<file path="src/rtl/mips_irq_pkg.sv">
// mips_irq_pkg: shared defaults and FSM state encoding for the interrupt controller.
package mips_irq_pkg;
    localparam int N_SRC_DEF = 8;
    localparam int ID_W_DEF  = 3;
    typedef enum logic [1:0] {
        ST_IDLE    = 2'd0,
        ST_REQ     = 2'd1,
        ST_SERVICE = 2'd2
    } irq_state_e;
endpackage

</file>
<file path="src/rtl/mips_irq_prio_enc.sv">
// mips_irq_prio_enc: combinational lowest-index priority encoder with any flag.
module mips_irq_prio_enc #(
    parameter int N_SRC = 8,
    parameter int ID_W  = 3
) (
    input  logic [N_SRC-1:0] in_i,
    output logic [ID_W-1:0]  idx_o,
    output logic             any_o
);
    always_comb begin
        idx_o = '0;
        // Scan downward so the lowest set index is the last one written.
        for (int i = N_SRC - 1; i >= 0; i--)
            if (in_i[i]) idx_o = ID_W'(i);
    end
    assign any_o = |in_i;
endmodule

</file>
<file path="src/rtl/mips_irq_controller.sv">
// mips_irq_controller: edge-latched, masked, lowest-index interrupt source for the core,
// tracked through a request/ack/end-of-interrupt handshake.
module mips_irq_controller
    import mips_irq_pkg::*;
#(
    parameter int N_SRC = N_SRC_DEF,
    parameter int ID_W  = ID_W_DEF
) (
    input  logic             i_clk,
    input  logic             i_rst_n,
    input  logic [N_SRC-1:0] i_irq,
    input  logic             i_en_we,
    input  logic [N_SRC-1:0] i_en_wdata,
    input  logic             i_ack,
    input  logic             i_eoi,
    input  logic             i_ovr_clr,
    output logic             o_external_interrupt,
    output logic [ID_W-1:0]  o_irq_id,
    output logic [N_SRC-1:0] o_pending,
    output logic [N_SRC-1:0] o_en,
    output logic             o_overrun
);
    irq_state_e       state_q, state_d;
    logic [N_SRC-1:0] irq_q, pending_q, pending_d, en_q, en_d, rise, clr, eligible;
    logic [ID_W-1:0]  id_q, id_d, winner;
    logic             ext_q, ext_d, ovr_q, ovr_d, any;
    mips_irq_prio_enc #(.N_SRC(N_SRC), .ID_W(ID_W)) u_enc (
        .in_i  (eligible),
        .idx_o (winner),
        .any_o (any)
    );
    assign rise      = i_irq & ~irq_q;
    assign clr       = (state_q == ST_REQ && i_ack) ? (N_SRC'(1) << id_q) : '0;
    // Set after clear: an event landing on its own ack cycle stays pending.
    assign pending_d = (pending_q & ~clr) | rise;
    assign ovr_d     = (|(rise & pending_q & ~clr)) | (ovr_q & ~i_ovr_clr);
    assign en_d      = i_en_we ? i_en_wdata : en_q;
    assign eligible  = pending_q & en_q;
    always_comb begin
        state_d = state_q;
        id_d    = id_q;
        ext_d   = ext_q;
        case (state_q)
            ST_IDLE: if (any) begin
                id_d    = winner;
                ext_d   = 1'b1;
                state_d = ST_REQ;
            end
            ST_REQ: if (i_ack) begin
                ext_d   = 1'b0;
                state_d = ST_SERVICE;
            end
            ST_SERVICE: if (i_eoi) state_d = ST_IDLE;
            default: state_d = ST_IDLE;
        endcase
    end
    always_ff @(posedge i_clk or negedge i_rst_n) begin
        if (!i_rst_n) begin
            state_q   <= ST_IDLE;
            irq_q     <= '0;
            pending_q <= '0;
            en_q      <= '1;
            ovr_q     <= 1'b0;
            id_q      <= '0;
            ext_q     <= 1'b0;
        end else begin
            state_q   <= state_d;
            irq_q     <= i_irq;
            pending_q <= pending_d;
            en_q      <= en_d;
            ovr_q     <= ovr_d;
            id_q      <= id_d;
            ext_q     <= ext_d;
        end
    end
    assign o_external_interrupt = ext_q;
    assign o_irq_id             = id_q;
    assign o_pending            = pending_q;
    assign o_en                 = en_q;
    assign o_overrun            = ovr_q;
endmodule
</file>
<file path="config.mk">
export PLATFORM = sky130hd
export DESIGN_NAME = mips_irq_controller
export DESIGN_NICKNAME = d
export VERILOG_FILES = /design/src/rtl/mips_irq_pkg.sv /design/src/rtl/mips_irq_prio_enc.sv /design/src/rtl/mips_irq_controller.sv
export SDC_FILE = /design/constraint.sdc
export NUM_CORES = 1
export LEC_CHECK = 0
export ABC_CLOCK_PERIOD_IN_PS = 4740
export BUFFER_PORTS_ARGS = -buffer_cell sky130_fd_sc_hd__buf_2
export CAP_MARGIN = 25
export CORE_MARGIN = 2
export CORE_UTILIZATION = 53
export CTS_CLUSTER_SIZE = 28
export DETAILED_ROUTE_END_ITERATION = 10
export PLACE_DENSITY = 0.81
export SLEW_MARGIN = 25
export SYNTH_ARGS = -nofsm -noshare
export SYNTH_HDL_FRONTEND = slang
export SYNTH_SLANG_ARGS = --single-unit
</file>
<file path="constraint.sdc">
create_clock -name i_clk -period 4.74 [get_ports i_clk]
set_input_delay 0.474 -clock i_clk [delete_from_list [all_inputs] [get_ports i_clk]]
set_output_delay 0.474 -clock i_clk [all_outputs]
set_load 0.02 [all_outputs]
</file>
==> impl_metrics.env <==
export IMPL_utilization_pct=66.8
export IMPL_dieArea_sq_um=2900
export IMPL_die_h_um=53.9
export IMPL_synthCells=112
export IMPL_first_pass_iters=4
export IMPL_status="completed"
export IMPL_relSlewSlack_pct=56.8
export IMPL_synth_fp_nets=134
export IMPL_num_io_pins=43
export IMPL_synthToLayoutAreaGrowth_pct=22.2
export IMPL_clk_path_buf_depth=2
export IMPL_final_cell_mix="buf_2, dfrtp_1, nand2_1"
export IMPL_postRouteAntennaNets=0
export IMPL_critPathKind="reg2reg"
export IMPL_cp_max_fo=6
export IMPL_rsz0062_at_grt="false"
export IMPL_slew_violations=0
export IMPL_wl_per_cell_um=14.9
export IMPL_syn_area_per_cell_sq_um=11.8
export IMPL_r2r_end="o_overrun"
export IMPL_synth_largest_area_cell="dfrtp_1"
export IMPL_hold_slack_ps=158
export IMPL_hold_buffers=0
export IMPL_die_w_um=53.9
export IMPL_hold_path_class="in2async"
export IMPL_setup_tns_ps=0
export IMPL_core_sq_um=2410
export IMPL_grt_pass1_wl_um=4490
export IMPL_powerDensity_nw_per_um2=508
export IMPL_globalplace_congestion=0.818
export IMPL_cts_reportedPaths_clkPinSlew_ps=90
export IMPL_timing_fmax_mhz=571
export IMPL_via_per_inst=5.62
export IMPL_finalCritPeriodShare_pct=36.9
export IMPL_critPathArrivalTime_ps=1960
export IMPL_mappedNetlistArea_sq_um=1320
export IMPL_crit_path_start_kind="flop"
export IMPL_rr_worst_depth=4
export IMPL_ys_ff_latch=31
export IMPL_final_net_count=182
export IMPL_ir_drop_v=0.000292
export IMPL_end_kind="flop"
export IMPL_ctsResizeCount=0
export IMPL_drt_initial_drc_count=29
export IMPL_worst_slew_pin_slew_ps=647
export IMPL_synth_warnings=0
export IMPL_final_common_cell="buf_2"
export IMPL_grt_antenna_before_repair=0
export IMPL_numPortBuffers=42
export IMPL_leakage_nw=0.715
export IMPL_yosys_cell_types_count=27
export IMPL_r2r_slack_ps=2990
export IMPL_start_util_pct=54.7
export IMPL_r2r_start="state_q[1]"
export IMPL_synthTopCellsByArea="dfrtp_1, dfstp_2, mux2_2, nand2_1, nand2b_1"
export IMPL_cts_setup_buffers=0
export IMPL_overflow=0
export IMPL_clock_skew_ps=14.4
export IMPL_yosysTopAreaCellShare_pct=43.7
export IMPL_setup_viol=0
export IMPL_num_rows=18
export IMPL_routed_wl_um=2840
export IMPL_power_total_w=0.000818
export IMPL_layout_drive_gt1_share_pct=41.6
export IMPL_clock_latency_ps=330
export IMPL_grt_pass1_vias=1038
export IMPL_remaining_drc_errors=0
export IMPL_period_needed_ps=1750
export IMPL_ys_seq_area_share_pct=59.6
export IMPL_vias=1073
export IMPL_cts_tree="yes"
export IMPL_grt_max_degree=32
export IMPL_hold_violations=0
export IMPL_clock_sinks=31
export IMPL_antenna_diode_count=0
export IMPL_required_ps=4950
export IMPL_dp_hpwl_um=2150
export IMPL_cts_buffers=5
export IMPL_htreeDepth=2
export IMPL_cap_viol_max_count=0
export IMPL_grt_use_total_pct=22.9
export IMPL_cts_root_buffer="clkbuf_4"
-- cell type report --
type,count,area (sq um)
well taps,30,37.5
flip-flops and latches,31,786
fillers,193,800
repair buffers,42,210
clock buffers,8,48.8
multi-input cells,77,517
inverters,3,11.3
-- logic make-up after synthesis --
group	share of synthesized area, %
flip-flops	59.6
AND/OR/NAND/NOR	17.0
AO/OA/AOI/OAI	15.4
buffers and inverters	1.14
multiplexers	6.84
-- worst max-delay path by stage --
| stage | end | startpoint | slack (ps) |
|---|---|---|---|
| floorplan | o_overrun | o_irq_id[2] | 3100 |
| global placement | o_overrun | i_ack | 3030 |
| detailed placement | o_overrun | i_ack | 2940 |
| CTS | o_overrun | state_q[1] | 3020 |
| global route | o_overrun | state_q[1] | 2870 |
| finish | o_overrun | state_q[1] | 2990 |
-- worst max-delay path: stages (launching register included) --
cell and delay (ps):
dfrtp_1 440, nand4bb_4 280, o21ai_0 270, o22ai_1 110
or4_1 540
-- per-stage QoR --
step	area (sq um)	setup WS (ps)	cells
after floorplan	1320	3100	112
after global placement	1560	3030	183
after detailed placement	1560	2940	183
after CTS	1610	3020	191
after global routing	1610	2870	191
final	1610	2990	191
-- Yosys cell counts --
cell       number
or4_1           1
or2b_1          1
nand2_1        20
o221ai_1        1
o21ai_0         9
o211ai_1        1
inv_1           3
a22oi_1         4
a21boi_0        1
nor2_1          2
dfrtp_1        23
nand4_1         1
dfstp_2         8
nand2b_1        9
clkbuf_1        1
o21ai_1         1
a41o_1          1
nand3b_1        2
a21oi_1         4
a32oi_1         2
nand4b_2        1
o22ai_1         3
o31ai_2         2
nand4bb_4       1
mux2_2          8
a211oi_1        1
nor2b_1         1
-- flip-flops by register name, indices dropped and copies added (netlist names) --
register and count:
o_overrun 1, irq_q 8, o_irq_id 3, state_q 2, o_pending 8, o_en 8
o_external_interrupt 1
-- power breakdown --
group	internal, W	switching [W]	leakage, nW
clock network	0.0000590	0.0000817	0.0265
logic	0.000112	0.000162	0.358
registers	0.000325	0.0000776	0.331
-- layer usage --
layer  GRT usage, %  share of wire, %  vias to the layer above
met1           26.8                41                      518
li1               -                 -                      502
met5              0                 0                        -
met3           8.89               6.6                        9
met2           36.6                50                       44
met4           11.1               2.2                        0
No activity file was read; power rests on OpenSTA's default activity.
